### config.mk
export PLATFORM = sky130hd
export DESIGN_NAME = cmd_arbiter
export DESIGN_NICKNAME = d
export VERILOG_FILES = /design/src/rtl/cmd_arb_pkg.sv /design/src/rtl/cmd_rr_arb.sv /design/src/rtl/cmd_arbiter.sv
export SDC_FILE = /design/constraint.sdc
export NUM_CORES = 1
export LEC_CHECK = 0
export CAP_MARGIN = 25
export CORE_AREA = 2 2 116 118
export DETAILED_ROUTE_END_ITERATION = 8
export DIE_AREA = 0 0 118 120
export PLACE_DENSITY = 0.77
export SLEW_MARGIN = 30
export SYNTH_ARGS = -nofsm -noshare
export SYNTH_HDL_FRONTEND = slang
export SYNTH_SLANG_ARGS = --single-unit
### constraint.sdc
create_clock -name clk -period 6.1 [get_ports clk]
set_clock_uncertainty 0.15 [all_clocks]
set_input_delay 1.22 -clock clk [delete_from_list [all_inputs] [get_ports clk]]
set_output_delay 1.22 -clock clk [all_outputs]
set_load 0.03 [all_outputs]
### src/rtl/cmd_arb_pkg.sv
// Shared types and defaults for the command arbiter: FSM state encoding,
// soft-reset trigger pattern and the strobe/reset counter width helper.
package cmd_arb_pkg;

  typedef enum logic [2:0] {
    S_IDLE,
    S_ADDR,
    S_WRITE,
    S_SRST,
    S_INIT
  } arb_state_e;

  localparam logic [7:0]  SRST_ADDR_DEF = 8'h01;
  localparam int unsigned SRST_DATA_DEF = 2;

  // Bits needed to count down from max(strobe, srst) - 1.
  function automatic int unsigned cnt_width(input int unsigned strobe_cycles,
                                            input int unsigned srst_cycles);
    int unsigned m;
    m = (strobe_cycles > srst_cycles) ? strobe_cycles : srst_cycles;
    return (m > 1) ? $clog2(m) : 1;
  endfunction

endpackage

### src/rtl/cmd_rr_arb.sv
// Combinational rotating-priority arbiter: search starts one past ptr_i
// (the last granted source) and returns a one-hot grant.
module cmd_rr_arb #(
  parameter int unsigned N_SRC = 2,
  parameter int unsigned PTR_W = 1
) (
  input  logic [N_SRC-1:0] req_i,
  input  logic [PTR_W-1:0] ptr_i,
  output logic [N_SRC-1:0] gnt_o
);

  always_comb begin
    logic [PTR_W-1:0] idx;
    idx   = '0;
    gnt_o = '0;
    for (int unsigned k = 1; k <= N_SRC; k++) begin
      idx = PTR_W'((32'(ptr_i) + k) % N_SRC);
      if (gnt_o == '0 && req_i[idx]) gnt_o[idx] = 1'b1;
    end
  end

endmodule

### src/rtl/cmd_arbiter.sv
// Multi-source command arbiter for the counter register bus.
// Define CMD_ARB_RR_EN for round-robin arbitration; otherwise lowest index wins.
module cmd_arbiter
  import cmd_arb_pkg::*;
#(
  parameter int unsigned CLK_FREQ      = 200000000,
  parameter int unsigned N_SRC         = 2,
  parameter int unsigned ADDR_W        = 8,
  parameter int unsigned DATA_W        = 32,
  parameter int unsigned STROBE_CYCLES = CLK_FREQ / 2500000,
  parameter int unsigned SRST_CYCLES   = CLK_FREQ / 1000,
  parameter logic [ADDR_W-1:0] SRST_ADDR = ADDR_W'(SRST_ADDR_DEF),
  parameter logic [DATA_W-1:0] SRST_DATA = DATA_W'(SRST_DATA_DEF)
) (
  input  logic                      clk,
  input  logic                      reset,
  input  logic                      init,
  input  logic [N_SRC-1:0]          we_addr,
  input  logic [N_SRC*ADDR_W-1:0]   addr_in,
  input  logic [N_SRC-1:0]          write,
  input  logic [N_SRC*DATA_W-1:0]   data_in,
  output logic [ADDR_W-1:0]         addr,
  output logic                      addr_we,
  output logic [DATA_W-1:0]         data_out,
  output logic                      sw_out,
  output logic                      reset_out,
  output logic [N_SRC-1:0]          ack,
  output logic [N_SRC-1:0]          overrun,
  output logic                      busy
);

  localparam int unsigned PTR_W = (N_SRC > 1) ? $clog2(N_SRC) : 1;
  localparam int unsigned CNT_W = cnt_width(STROBE_CYCLES, SRST_CYCLES);
  localparam logic [CNT_W-1:0] STROBE_LAST = CNT_W'(STROBE_CYCLES - 1);
  localparam logic [CNT_W-1:0] SRST_LAST   = CNT_W'(SRST_CYCLES - 1);

  arb_state_e        state_q, state_d;
  logic [CNT_W-1:0]  cnt_q, cnt_d;
  logic [ADDR_W-1:0] addr_q, addr_d;
  logic [DATA_W-1:0] data_q, data_d;
  logic [N_SRC-1:0]  ack_q, ack_d;

  logic [N_SRC-1:0]  pa_q, pw_q, ovr_q;
  logic              init_pend_q;
  logic [ADDR_W-1:0] a_pay_q [N_SRC];
  logic [DATA_W-1:0] w_pay_q [N_SRC];

  logic [N_SRC-1:0]  clr_a, clr_w, gnt;
  logic              clr_init, grant_cmd;
  logic [PTR_W-1:0]  ptr, sel_idx;

`ifdef CMD_ARB_RR_EN
  logic [PTR_W-1:0] ptr_q;

  always_ff @(posedge clk or posedge reset) begin
    if (reset)          ptr_q <= PTR_W'(N_SRC - 1);
    else if (grant_cmd) ptr_q <= sel_idx;
  end

  assign ptr = ptr_q;
`else
  // Pinning "last granted" to the top index makes the search start at source 0.
  assign ptr = PTR_W'(N_SRC - 1);
`endif

  cmd_rr_arb #(
    .N_SRC (N_SRC),
    .PTR_W (PTR_W)
  ) u_arb (
    .req_i (pa_q | pw_q),
    .ptr_i (ptr),
    .gnt_o (gnt)
  );

  always_comb begin
    sel_idx = '0;
    for (int unsigned i = 0; i < N_SRC; i++) begin
      if (gnt[i]) sel_idx = PTR_W'(i);
    end
  end

  // A request coinciding with the grant of its slot re-arms it without overrun.
  always_ff @(posedge clk or posedge reset) begin
    if (reset) begin
      pa_q        <= '0;
      pw_q        <= '0;
      ovr_q       <= '0;
      init_pend_q <= 1'b0;
      for (int unsigned i = 0; i < N_SRC; i++) begin
        a_pay_q[i] <= '0;
        w_pay_q[i] <= '0;
      end
    end else begin
      init_pend_q <= init | (init_pend_q & ~clr_init);
      for (int unsigned i = 0; i < N_SRC; i++) begin
        if (we_addr[i]) begin
          a_pay_q[i] <= addr_in[i*ADDR_W +: ADDR_W];
          pa_q[i]    <= 1'b1;
          if (pa_q[i] && !clr_a[i]) ovr_q[i] <= 1'b1;
        end else if (clr_a[i]) begin
          pa_q[i] <= 1'b0;
        end
        if (write[i]) begin
          w_pay_q[i] <= data_in[i*DATA_W +: DATA_W];
          pw_q[i]    <= 1'b1;
          if (pw_q[i] && !clr_w[i]) ovr_q[i] <= 1'b1;
        end else if (clr_w[i]) begin
          pw_q[i] <= 1'b0;
        end
      end
    end
  end

  always_ff @(posedge clk or posedge reset) begin
    if (reset) begin
      state_q <= S_IDLE;
      cnt_q   <= '0;
      addr_q  <= '0;
      data_q  <= '0;
      ack_q   <= '0;
    end else begin
      state_q <= state_d;
      cnt_q   <= cnt_d;
      addr_q  <= addr_d;
      data_q  <= data_d;
      ack_q   <= ack_d;
    end
  end

  always_comb begin
    state_d   = state_q;
    cnt_d     = cnt_q;
    addr_d    = addr_q;
    data_d    = data_q;
    ack_d     = '0;
    clr_a     = '0;
    clr_w     = '0;
    clr_init  = 1'b0;
    grant_cmd = 1'b0;
    unique case (state_q)
      S_IDLE: begin
        if (init_pend_q) begin
          state_d  = S_INIT;
          addr_d   = '0;
          clr_init = 1'b1;
        end else if (gnt != '0) begin
          grant_cmd = 1'b1;
          ack_d     = gnt;
          cnt_d     = STROBE_LAST;
          if (pa_q[sel_idx]) begin
            state_d = S_ADDR;
            addr_d  = a_pay_q[sel_idx];
            clr_a   = gnt;
          end else begin
            state_d = S_WRITE;
            data_d  = w_pay_q[sel_idx];
            clr_w   = gnt;
          end
        end
      end
      S_ADDR: begin
        if (cnt_q == '0) state_d = S_IDLE;
        else             cnt_d   = cnt_q - CNT_W'(1);
      end
      S_WRITE: begin
        if (cnt_q == '0) begin
          if (addr_q == SRST_ADDR && data_q == SRST_DATA) begin
            state_d = S_SRST;
            addr_d  = '0;
            cnt_d   = SRST_LAST;
          end else begin
            state_d = S_IDLE;
          end
        end else begin
          cnt_d = cnt_q - CNT_W'(1);
        end
      end
      S_SRST: begin
        if (cnt_q == '0) state_d = S_IDLE;
        else             cnt_d   = cnt_q - CNT_W'(1);
      end
      S_INIT:  state_d = S_IDLE;
      default: state_d = S_IDLE;
    endcase
  end

  always_comb begin
    addr_we   = (state_q == S_ADDR);
    sw_out    = (state_q == S_WRITE);
    reset_out = (state_q == S_SRST);
    busy      = (state_q != S_IDLE);
  end

  assign addr     = addr_q;
  assign data_out = data_q;
  assign ack      = ack_q;
  assign overrun  = ovr_q;

endmodule

Word-level counts from Yosys, hierarchy flattened

Cells that the tools add are included.

Word-level logic and storage cells: 124
Output and inout port bits: 48
Bits of input ports: 87
Register bits after elaboration: 150

Muxes and demuxes: 59
Order comparisons: 2
Bitwise operators: 7
Reductions and logical operators: 26
Add/sub/neg operators: 1
Equal/unequal tests: 14

Operators with widths:

| kind                                                                   | number |
|---|---|
| 32-bit two-way mux                                                     | 3 |
| 18-bit two-way mux                                                     | 5 |
| 8-bit two-way mux                                                      | 8 |
| 18-bit one-hot mux with 3 select lines                                 | 1 |
| 32-bit by 2-bit equality test with 1-bit output, second input constant | 1 |
| 2-bit two-way mux                                                      | 14 |
| 1-bit two-way mux                                                      | 22 |
| 18-bit logical NOT                                                     | 1 |
| 18-bit by 1-bit subtractor with 18-bit output, second input constant   | 1 |
| 8-bit one-hot mux with 2 select lines                                  | 1 |
| 3-bit two-way mux                                                      | 4 |
| 2-bit nonzero test                                                     | 6 |
| 5-bit AND reduction                                                    | 2 |
| 3-bit one-hot mux with 3 select lines                                  | 1 |
| 8-bit by 1-bit equality test with 1-bit output, second input constant  | 1 |
| 3-bit by 2-bit equality test with 1-bit output, second input constant  | 2 |
| 1-bit logical AND                                                      | 6 |
| 2-bit by 1-bit != test with 1-bit output, second input constant        | 3 |
| 2-bit != test, second input constant                                   | 3 |
| 3-bit != test, second input constant                                   | 2 |
| 3-bit nonzero test                                                     | 2 |
| 1-bit logical NOT                                                      | 4 |
| 4-bit AND reduction                                                    | 1 |
| 3-bit by 1-bit equality test with 1-bit output, second input constant  | 1 |
| 12 further kinds                                                       | 14 |

Longest topological paths before layout

Gate-level depths: netlist of the first run.

Word-level depth: 18
Depth in mapped cells: 9
Gate-level depth less buffers: 7

By module

Synthesis of the first run repeated with hierarchy kept, for this count alone.

Cells, all modules: 542
Area, all modules: 6558.8 um2

By module, submodules not included:

| module      | cells each | seq. area each (um2) | area each (um2) | times used |
|---|---|---|---|---|
| cmd_arbiter | 539        | 3753.6               | 6540.0          | 1 |
| cmd_rr_arb  | 3          | 0.0                  | 18.8            | 1 |

Worst setup path before layout of the first run

Ideal clock, no wire load.

Kind: register to output
From: reg state_q[1]
To: out sw_out
Required time: 4.730 ns
Arrival time: 1.298 ns
Cell stages (with the launch flop): 3
Path buffers: 0
Slack: 3.432 ns
Cell sequence: dfrtp_1 > inv_1 > nor3_1

Word-level cells in the longest chain between the ends: 1

Ends and longest elaborated chain:

| what                                           | RTL line           | source |
|---|---|---|
| from (decl)                                    | cmd_arbiter.sv:37  | `arb_state_e state_q, state_d;` |
| from (signal assigned)                         | cmd_arbiter.sv:122 | `state_q <= state_d;` |
| 3-bit by 2-bit equality test with 1-bit output | cmd_arbiter.sv:189 | `sw_out = (state_q == S_WRITE);` |
| to (decl)                                      | cmd_arbiter.sv:25  | `output logic sw_out,` |

Every way passes these cells.

Worst setup path after layout of the first run

Same ends and word-level chain as after synthesis.

==> impl_metrics.json, run 1 <==
{
  "cts_resized": 0,
  "cts_hold_buf": 0,
  "areaGrowthSynthToFinish_pct": 30.6,
  "yosys-top-cells-area": "dfrtp_1 (57%), mux2_2 (14%), mux2i_1 (6.0%), a21oi_1 (3.2%), nor2_1 (2.9%)",
  "grt_pass1_wl_um": 24700,
  "slew_headroom_pct": 48.6,
  "dieWidth_um": 118,
  "post_dp_cell_area_um2": 8130,
  "cts_buffer_depth": 2,
  "fmax_ghz": 0.273,
  "avgSynthCellArea_um2": 12.3,
  "clock_tree.root_cell": "clkbuf_16",
  "worstSetupPathType": "reg -> out",
  "fin_setup_tns_ns": 0,
  "grt_use_total_pct": 22.4,
  "clk_pin_slew_ns": 0.06,
  "leakage_uw": 0.00352,
  "antenna_found_initial": 0,
  "clock_sinks": 150,
  "dieArea_um2": 14200,
  "dp_slack_ns": 2.89,
  "gr-total-overflow": 0,
  "arrival_ns": 2.29,
  "row_count": 42,
  "grt_max_degree": 103,
  "final_max_slew_viol_count": 0,
  "cp_max_fo": 7,
  "grtUsageMet2_pct": 37.2,
  "met3_usage_pct": 9.36,
  "drive_above_1_share_pct": 20.0,
  "fin_util_pct": 66.8,
  "finalNetCount": 757,
  "worstSkewPairLatency_ns": 0.42,
  "drt-total-wl_um": 15200,
  "power_density_nw_per_um2": 404,
  "synth_top_cell_by_area": "dfrtp_1",
  "setup_slack_ns": 2.44,
  "diodes": 0,
  "drv_cap": 0,
  "start_kind": "flip-flop",
  "run_status": "finished, final reports clean",
  "yosysSeqAreaShare_pct": 56.6,
  "synth-edff-count": 0,
  "vias": 4803,
  "drtIter0Drc": 417,
  "setup_viol": 0,
  "period_share_pct": 60.0,
  "wire_per_inst_um": 17.8,
  "cp-end-kind": "primary output",
  "grt_use_met1_pct": 26.6,
  "peakVddDrop_mv": 0.236,
  "netlist_area_um2": 6640,
  "synthFlopType": "dfrtp_1",
  "ys_ff_latch": 150,
  "ant_nets": 0,
  "cts_buffers": 17,
  "fin_crit_ns": 3.66,
  "synth_top_area_share_pct": 56.6,
  "viasPerCell": 5.61,
  "tightest_slew_ns": 0.764,
  "rsz0062_at_grt": "no",
  "yosysWarnings": 0,
  "cts_tree": "built",
  "finalHoldViolCount": 0,
  "core_um2": 13000,
  "hp-class": "reg -> reg",
  "grt_pass1_vias": 4976,
  "gp_congestion": 0.900,
  "hpwl_um": 10600,
  "fp.dieH_um": 120,
  "drc": 0,
  "pin_count": 135,
  "io_buffers": 134,
  "cts_setup_buffers": 0,
  "dr.pass1.iters": 5,
  "busiest_layer": "met2",
  "worstPathRequired_ns": 4.73,
  "syn_nets": 626,
  "yosysUniqueCellTypes": 52,
  "async_flop_share_pct": 100,
  "fin_area_um2": 8670,
  "cts_max_level": 4,
  "netlist_instances": 538,
  "start_util_pct": 51.1
}
-- area by class of cell --
class	count	area (um2)
clock buffers	22	484
clock inverters	8	51.3
fillers	955	4310
inverters	9	41.3
multi-input cells	350	2720
flip-flops and latches	150	3750
well taps	176	220
repair buffers	141	1400
-- final timing paths --
| kind | start | endpoint | slack [ns] | cells past startpoint |
|---|---|---|---|---|
| max in group asynchronous | reset | w_pay_q[5]$_DFFE_PP0P_ | 3.53 | 3 |
| min in group asynchronous | reset | w_pay_q[3]$_DFFE_PP0P_ | 1.17 | 2 |
| hold reg to reg | overrun[1]$_DFF_PP0_ | overrun[1]$_DFF_PP0_ | 0.34 | 2 |
| setup / recovery | state_q[1]$_DFFE_PP0P_ | sw_out | 2.44 | 3 |
| setup reg to reg | state_q[2]$_DFFE_PP0P_ | data_out[15]$_DFFE_PP0P_ | 3.17 | 6 |
| hold / removal | overrun[1]$_DFF_PP0_ | overrun[1]$_DFF_PP0_ | 0.34 | 2 |
-- registers in the layout (all words and copies together), names as in the netlist --
name	cells
ack	2
data_out	32
overrun	2
w_pay_q	64
a_pay_q	16
init_pend_q	1
addr	8
state_q	3
pw_q	2
pa_q	2
cnt_q	18
-- report_power, final --
group	leakage [uW]	internal, uW	switching, uW
combinational	0.00147	493	660
clock	0.000271	556	383
sequential	0.00177	1210	208
total	0.00352	2260	1250
-- metal layers --
| layer | share of wire (%) | wire length, um |
|---|---|---|
| met2 | 50 | 7530 |
| met1 | 41 | 6230 |
| met4 | 1.4 | 214 |
| met3 | 8.1 | 1230 |
| met5 | 0 | 0 |
-- cell usage in the layout (no fill, tap or decap), types with 4 or more instances in the layout --
master / n
a211o_1: 4
or3_1: 5
nand2_1: 15
nor3_1: 13
and3_1: 7
o22ai_1: 4
o21ai_0: 16
or4_1: 4
inv_1: 8
nor4_1: 9
clkinv_2: 5
a21oi_1: 42
clkbuf_8: 4
a22o_1: 4
clkdlybuf4s50_1: 134
dfrtp_1: 150
nor2_1: 52
mux2i_1: 40
mux2_2: 80
clkbuf_16: 17
buf_4: 6
a221o_1: 4
-- stage by stage --
step	power, uW	instances	hold slack [ns]
2_1_floorplan	2090	538	0.330
4_1_cts	3530	856	0.337
5_1_grt	3680	856	0.367
3_5_place_dp	2580	826	0.319
6_report	3510	856	0.337
3_3_place_gp	2540	825	0.328
-- kinds of logic after synthesis --
family	Yosys count	synth area share, %
DFF	150	56.6
and+or+nand+nor	131	11.3
muxes	120	19.6
AOI/OAI and AO/OA	98	9.71
buffers and inverters	38	2.64
adders and majority gates	1	0.189
-- critical path: stages (launching register included) --
cell             delay, ns
dfrtp_1               0.44
inv_1                 0.11
nor3_1                0.54
clkdlybuf4s50_1       0.80
-- cell usage after synthesis (all sizes together), types with 2 or more instances --
cell type / n
or4: 6
nor2: 53
inv: 9
buf: 15
clkbuf: 14
a22o: 4
o21ai: 17
dfrtp: 150
nand2: 15
nand3: 3
a31oi: 3
nor3: 14
or3: 5
nand4: 4
o21bai: 2
a21oi: 42
a221o: 4
nor4: 15
o31ai: 3
nor4b: 3
a21o: 3
o22ai: 4
mux2: 80
mux2i: 40
and3: 7
a211o: 4
o2bb2ai: 3
No activity file was read; power rests on OpenSTA's default activity.
==> run 2, diff against run 1 <==
==> constraint.sdc (replaced) <==
create_clock -name clk -period 3.6 [get_ports clk]
set_clock_uncertainty 0.15 [all_clocks]
set_input_delay 0.72 -clock clk [delete_from_list [all_inputs] [get_ports clk]]
set_output_delay 0.72 -clock clk [all_outputs]
set_load 0.03 [all_outputs]
==> impl_metrics.json, run 2 (same netlist as run 1, synthesis figures left out) <==
{
  "run_status": "finished, final reports clean",
  "ant_nets": 0,
  "hpwl_um": 10600,
  "fillers": 951,
  "worstSkewPairLatency_ns": 0.42,
  "crit_family": "buffers and inverters",
  "tightest_slew_ns": 0.723,
  "cts_hold_buf": 0,
  "cts_resized": 0,
  "drtIter0Drc": 384,
  "drt-total-wl_um": 15400,
  "dr.pass1.iters": 5,
  "start_util_pct": 51.1,
  "worstSetupPathType": "reg -> out",
  "fin_area_um2": 8850,
  "arrival_ns": 2.20,
  "dieArea_um2": 14200,
  "clk_pin_slew_ns": 0.06,
  "setup_slack_ns": 0.533,
  "viasPerCell": 5.59,
  "cts_buffers": 17,
  "finalNetCount": 759,
  "power_density_nw_per_um2": 714,
  "cp-end-kind": "primary output",
  "grt_pass1_wl_um": 25400,
  "cts_max_level": 4,
  "grt_use_total_pct": 23.0,
  "final_cell_mix": "dfrtp_1 (150), clkdlybuf4s50_1 (134), mux2_2 (80)",
  "post_dp_cell_area_um2": 8190,
  "cpPeakStageDelay_ns": 0.79,
  "crit_chain": "inv_1, nor3_1, clkdlybuf4s50_1",
  "clock_sinks": 150,
  "final_max_slew_viol_count": 0,
  "fin_crit_ns": 3.07,
  "vias": 4806,
  "mostFrequentLayoutCell": "dfrtp_1",
  "hp-class": "reg -> reg",
  "whs_ns": 0.347,
  "clock_tree.root_cell": "clkbuf_16",
  "period_share_pct": 85.2,
  "diodes": 0,
  "pin_count": 135,
  "cts_setup_buffers": 0,
  "worstPathRequired_ns": 2.73,
  "grt_pass1_vias": 4942,
  "critPathSlowestCell": "clkdlybuf4s50_1",
  "core_um2": 13000,
  "gp_congestion": 0.922,
  "gr-total-overflow": 0,
  "dieWidth_um": 118,
  "peakVddDrop_mv": 0.464,
  "multi_input_area_um2": 2720,
  "drv_cap": 0,
  "antenna_found_initial": 0,
  "cp_max_fo": 7,
  "wire_per_inst_um": 17.9,
  "drive_above_1_share_pct": 20.6,
  "finalHoldViolCount": 0,
  "leakage_uw": 0.00359,
  "start_kind": "flip-flop",
  "row_count": 42,
  "areaGrowthSynthToFinish_pct": 33.4,
  "fp.dieH_um": 120,
  "slew_headroom_pct": 51.8,
  "largest_reg_flops": 64,
  "grt_max_degree": 60,
  "cts_tree": "built",
  "setup_viol": 0,
  "rsz0062_at_grt": "no",
  "fmax_ghz": 0.326,
  "largest_register": "w_pay_q",
  "seq_area_um2": 3750,
  "drc": 0,
  "io_buffers": 134,
  "cts_buffer_depth": 2,
  "dp_slack_ns": 0.897,
  "fin_setup_tns_ns": 0,
  "critPathBufInv": 2
}
==> run 2: routing by layer <==
| layer | GRT usage [%] | vias to the layer above | routed length [um] |
|---|---|---|---|
| li1 | - | 2231 | - |
| met1 | 28.3 | 2397 | 6250 |
| met2 | 38.9 | 164 | 7860 |
| met3 | 7.98 | 14 | 1190 |
| met4 | 5.95 | 0 | 127 |
| met5 | 0 | - | 0 |
==> run 2: final timing paths <==
path / startpoint / to / slack, ns / cells past startpoint
min: overrun[0]$_DFF_PP0_ / overrun[0]$_DFF_PP0_ / 0.35 / 2
min reg2reg: overrun[0]$_DFF_PP0_ / overrun[0]$_DFF_PP0_ / 0.35 / 2
max: state_q[1]$_DFFE_PP0P_ / sw_out / 0.53 / 3
max reg2reg: addr[2]$_DFFE_PP0P_ / cnt_q[9]$_DFFE_PP0P_ / 0.86 / 5
max in group asynchronous: reset / w_pay_q[29]$_DFFE_PP0P_ / 2.33 / 3
min in group asynchronous: reset / data_out[3]$_DFFE_PP0P_ / 0.42 / 2
==> run 2: where the power goes <==
| part | internal, uW | total, uW | switching (uW) |
|---|---|---|---|
| Combinational | 841 | 1970 | 1130 |
| Clock | 1260 | 1970 | 706 |
| Sequential | 2040 | 2390 | 345 |
| Total | 4140 | 6320 | 2180 |
==> run 2: through the flow <==
stage               utilization (%)  power [uW]  instances
floorplan                         -        3540        538
detailed placement             63.1        4370        828
CTS                            68.2        6370        860
finish                         68.2        6320        860
global route                   68.2        6630        860
global placement               63.1        4320        828
==> run 2: area by class of cell <==
| cell class | count | share of cell area, % |
|---|---|---|
| Clock buffer | 18 | 4.96 |
| Clock inverter | 14 | 2.50 |
| Inverter | 9 | 0.424 |
| Multi-Input combinational cell | 350 | 30.7 |
| Sequential cell | 150 | 42.4 |
| Tap cell | 176 | 2.49 |
| Timing Repair Buffer | 143 | 16.5 |
==> run 2: worst min-delay path, cell delays in order (launching register included) <==
cell and delay (ns):
dfrtp_1 0.36, a31oi_1 0.04, o21ai_0 0.06
==> run 3, diff against run 2 <==
--- a/config.mk
+++ b/config.mk
@@ -10,6 +10,7 @@
 export DETAILED_ROUTE_END_ITERATION = 8
 export DIE_AREA = 0 0 118 120
 export PLACE_DENSITY = 0.77
+export RECOVER_POWER = 50
 export SLEW_MARGIN = 30
 export SYNTH_ARGS = -nofsm -noshare
 export SYNTH_HDL_FRONTEND = slang
==> impl_metrics.json, run 3 (same netlist as run 1, synthesis figures left out) <==
{
  "cts_hold_buf": 0,
  "areaGrowthSynthToFinish_pct": 33.1,
  "power_switching_uw": 2180,
  "cp_max_fo": 7,
  "grt_max_degree": 60,
  "hpwl_um": 10600,
  "run_status": "finished with violations",
  "met1_length_um": 6310,
  "leakage_uw": 0.00358,
  "start_kind": "flip-flop",
  "worstSkewPairLatency_ns": 0.42,
  "final_max_slew_viol_count": 34,
  "fin_crit_ns": 3.09,
  "finalNetCount": 759,
  "post_dp_cell_area_um2": 8190,
  "grt_use_total_pct": 23.0,
  "cts_tree": "built",
  "period_share_pct": 85.7,
  "final_cell_mix": "dfrtp_1 (150), clkdlybuf4s50_1 (131), mux2_2 (80)",
  "peakVddDrop_mv": 0.464,
  "dieWidth_um": 118,
  "cts_buffer_depth": 2,
  "fp.dieH_um": 120,
  "worstPathRequired_ns": 2.73,
  "largest_register": "w_pay_q",
  "pwr-share-seq_pct": 37.8,
  "arrival_ns": 2.22,
  "grt_pass1_wl_um": 25400,
  "dr.pass1.iters": 5,
  "cts_buffers": 17,
  "worstSetupPathType": "reg -> out",
  "ant_nets": 0,
  "pin_count": 135,
  "drv_cap": 1,
  "antenna_found_initial": 0,
  "start_util_pct": 51.1,
  "clock_tree.root_cell": "clkbuf_16",
  "vias": 4810,
  "p_int_uw": 4140,
  "dr.max_layer_used": "met4",
  "mostFrequentLayoutCell": "dfrtp_1",
  "grt_pass1_vias": 4942,
  "dieArea_um2": 14200,
  "gr-total-overflow": 0,
  "setup_viol": 0,
  "clk_pin_slew_ns": 0.06,
  "tightest_slew_ns": 2.20,
  "power_density_nw_per_um2": 716,
  "p_clk_share_pct": 31.1,
  "wl_met3_um": 1200,
  "row_count": 42,
  "cts_max_level": 4,
  "finalPower_uw": 6320,
  "swShare_pct": 34.5,
  "fmax_ghz": 0.324,
  "wire_per_inst_um": 18.1,
  "drive_above_1_share_pct": 20.5,
  "drc": 0,
  "rsz0062_at_grt": "no",
  "cts_resized": 0,
  "diodes": 0,
  "gp_congestion": 0.922,
  "drt-total-wl_um": 15500,
  "largest_reg_flops": 64,
  "cts_setup_buffers": 0,
  "io_buffers": 134,
  "combPwrFrac_pct": 31.1,
  "violations": "max-capacitance violations, max-slew violations",
  "finalHoldViolCount": 0,
  "drtIter0Drc": 348,
  "cp-end-kind": "primary output",
  "hp-class": "reg -> reg",
  "viasPerCell": 5.59,
  "clock_sinks": 150,
  "fin_setup_tns_ns": 0,
  "fin_area_um2": 8830,
  "fillers": 953,
  "met2_length_um": 7870,
  "core_um2": 13000,
  "slew_headroom_pct": -46.8
}
[run 3: routing by layer]
metal	up-vias	global-route usage, %
met1	2396	28.3
met5	-	0
li1	2229	-
met2	168	38.9
met4	0	5.95
met3	17	7.98
[run 3: final timing paths]
path | start | end | slack, ns | depth (start not counted)
worst max-delay path | state_q[1]$_DFFE_PP0P_ | sw_out | 0.51 | 3
worst min-delay path | overrun[0]$_DFF_PP0_ | overrun[0]$_DFF_PP0_ | 0.35 | 2
worst max register to register | addr[2]$_DFFE_PP0P_ | cnt_q[9]$_DFFE_PP0P_ | 0.87 | 5
worst min register to register | overrun[0]$_DFF_PP0_ | overrun[0]$_DFF_PP0_ | 0.35 | 2
max in group asynchronous | reset | data_out[25]$_DFFE_PP0P_ | 1.09 | 3
min in group asynchronous | reset | data_out[3]$_DFFE_PP0P_ | 0.55 | 2
[run 3: cell type report]
class                      instances  area [um2]  share of cell area, %
sequential                       150        3750                   42.5
multi-input combinational        350        2720                   30.8
timing repair buffer             143        1440                   16.3
clock buffer                      18         439                   4.97
clock inverter                    14         221                   2.51
tap                              176         220                   2.49
inverter                           9        35.0                  0.397
[run 3: through the flow]
stage | hold WS, ns | instances | worst slack [ns] | util, %
after floorplan | 0.330 | 538 | 0.841 | -
final | 0.348 | 860 | 0.513 | 68.0
after CTS | 0.350 | 860 | 0.518 | 68.2
after global placement | 0.330 | 828 | 0.967 | 63.1
after global routing | 0.374 | 860 | 0.402 | 68.0
after detailed placement | 0.337 | 828 | 0.897 | 63.1
[run 3: worst max-delay path, stage by stage, from the launching register on]
cell and delay [ns]:
dfrtp_1 0.44, inv_1 0.10, nor3_1 0.47, clkdlybuf4s50_1 0.79
[run 3: power groups by stage]
stage	clock (uW)	combinational [uW]	sequential [uW]
floorplan	0	766	2770
global placement	0	1930	2380
detailed placement	0	1960	2410
CTS	2010	1980	2390
global route	2090	2100	2440
finish	1970	1970	2390
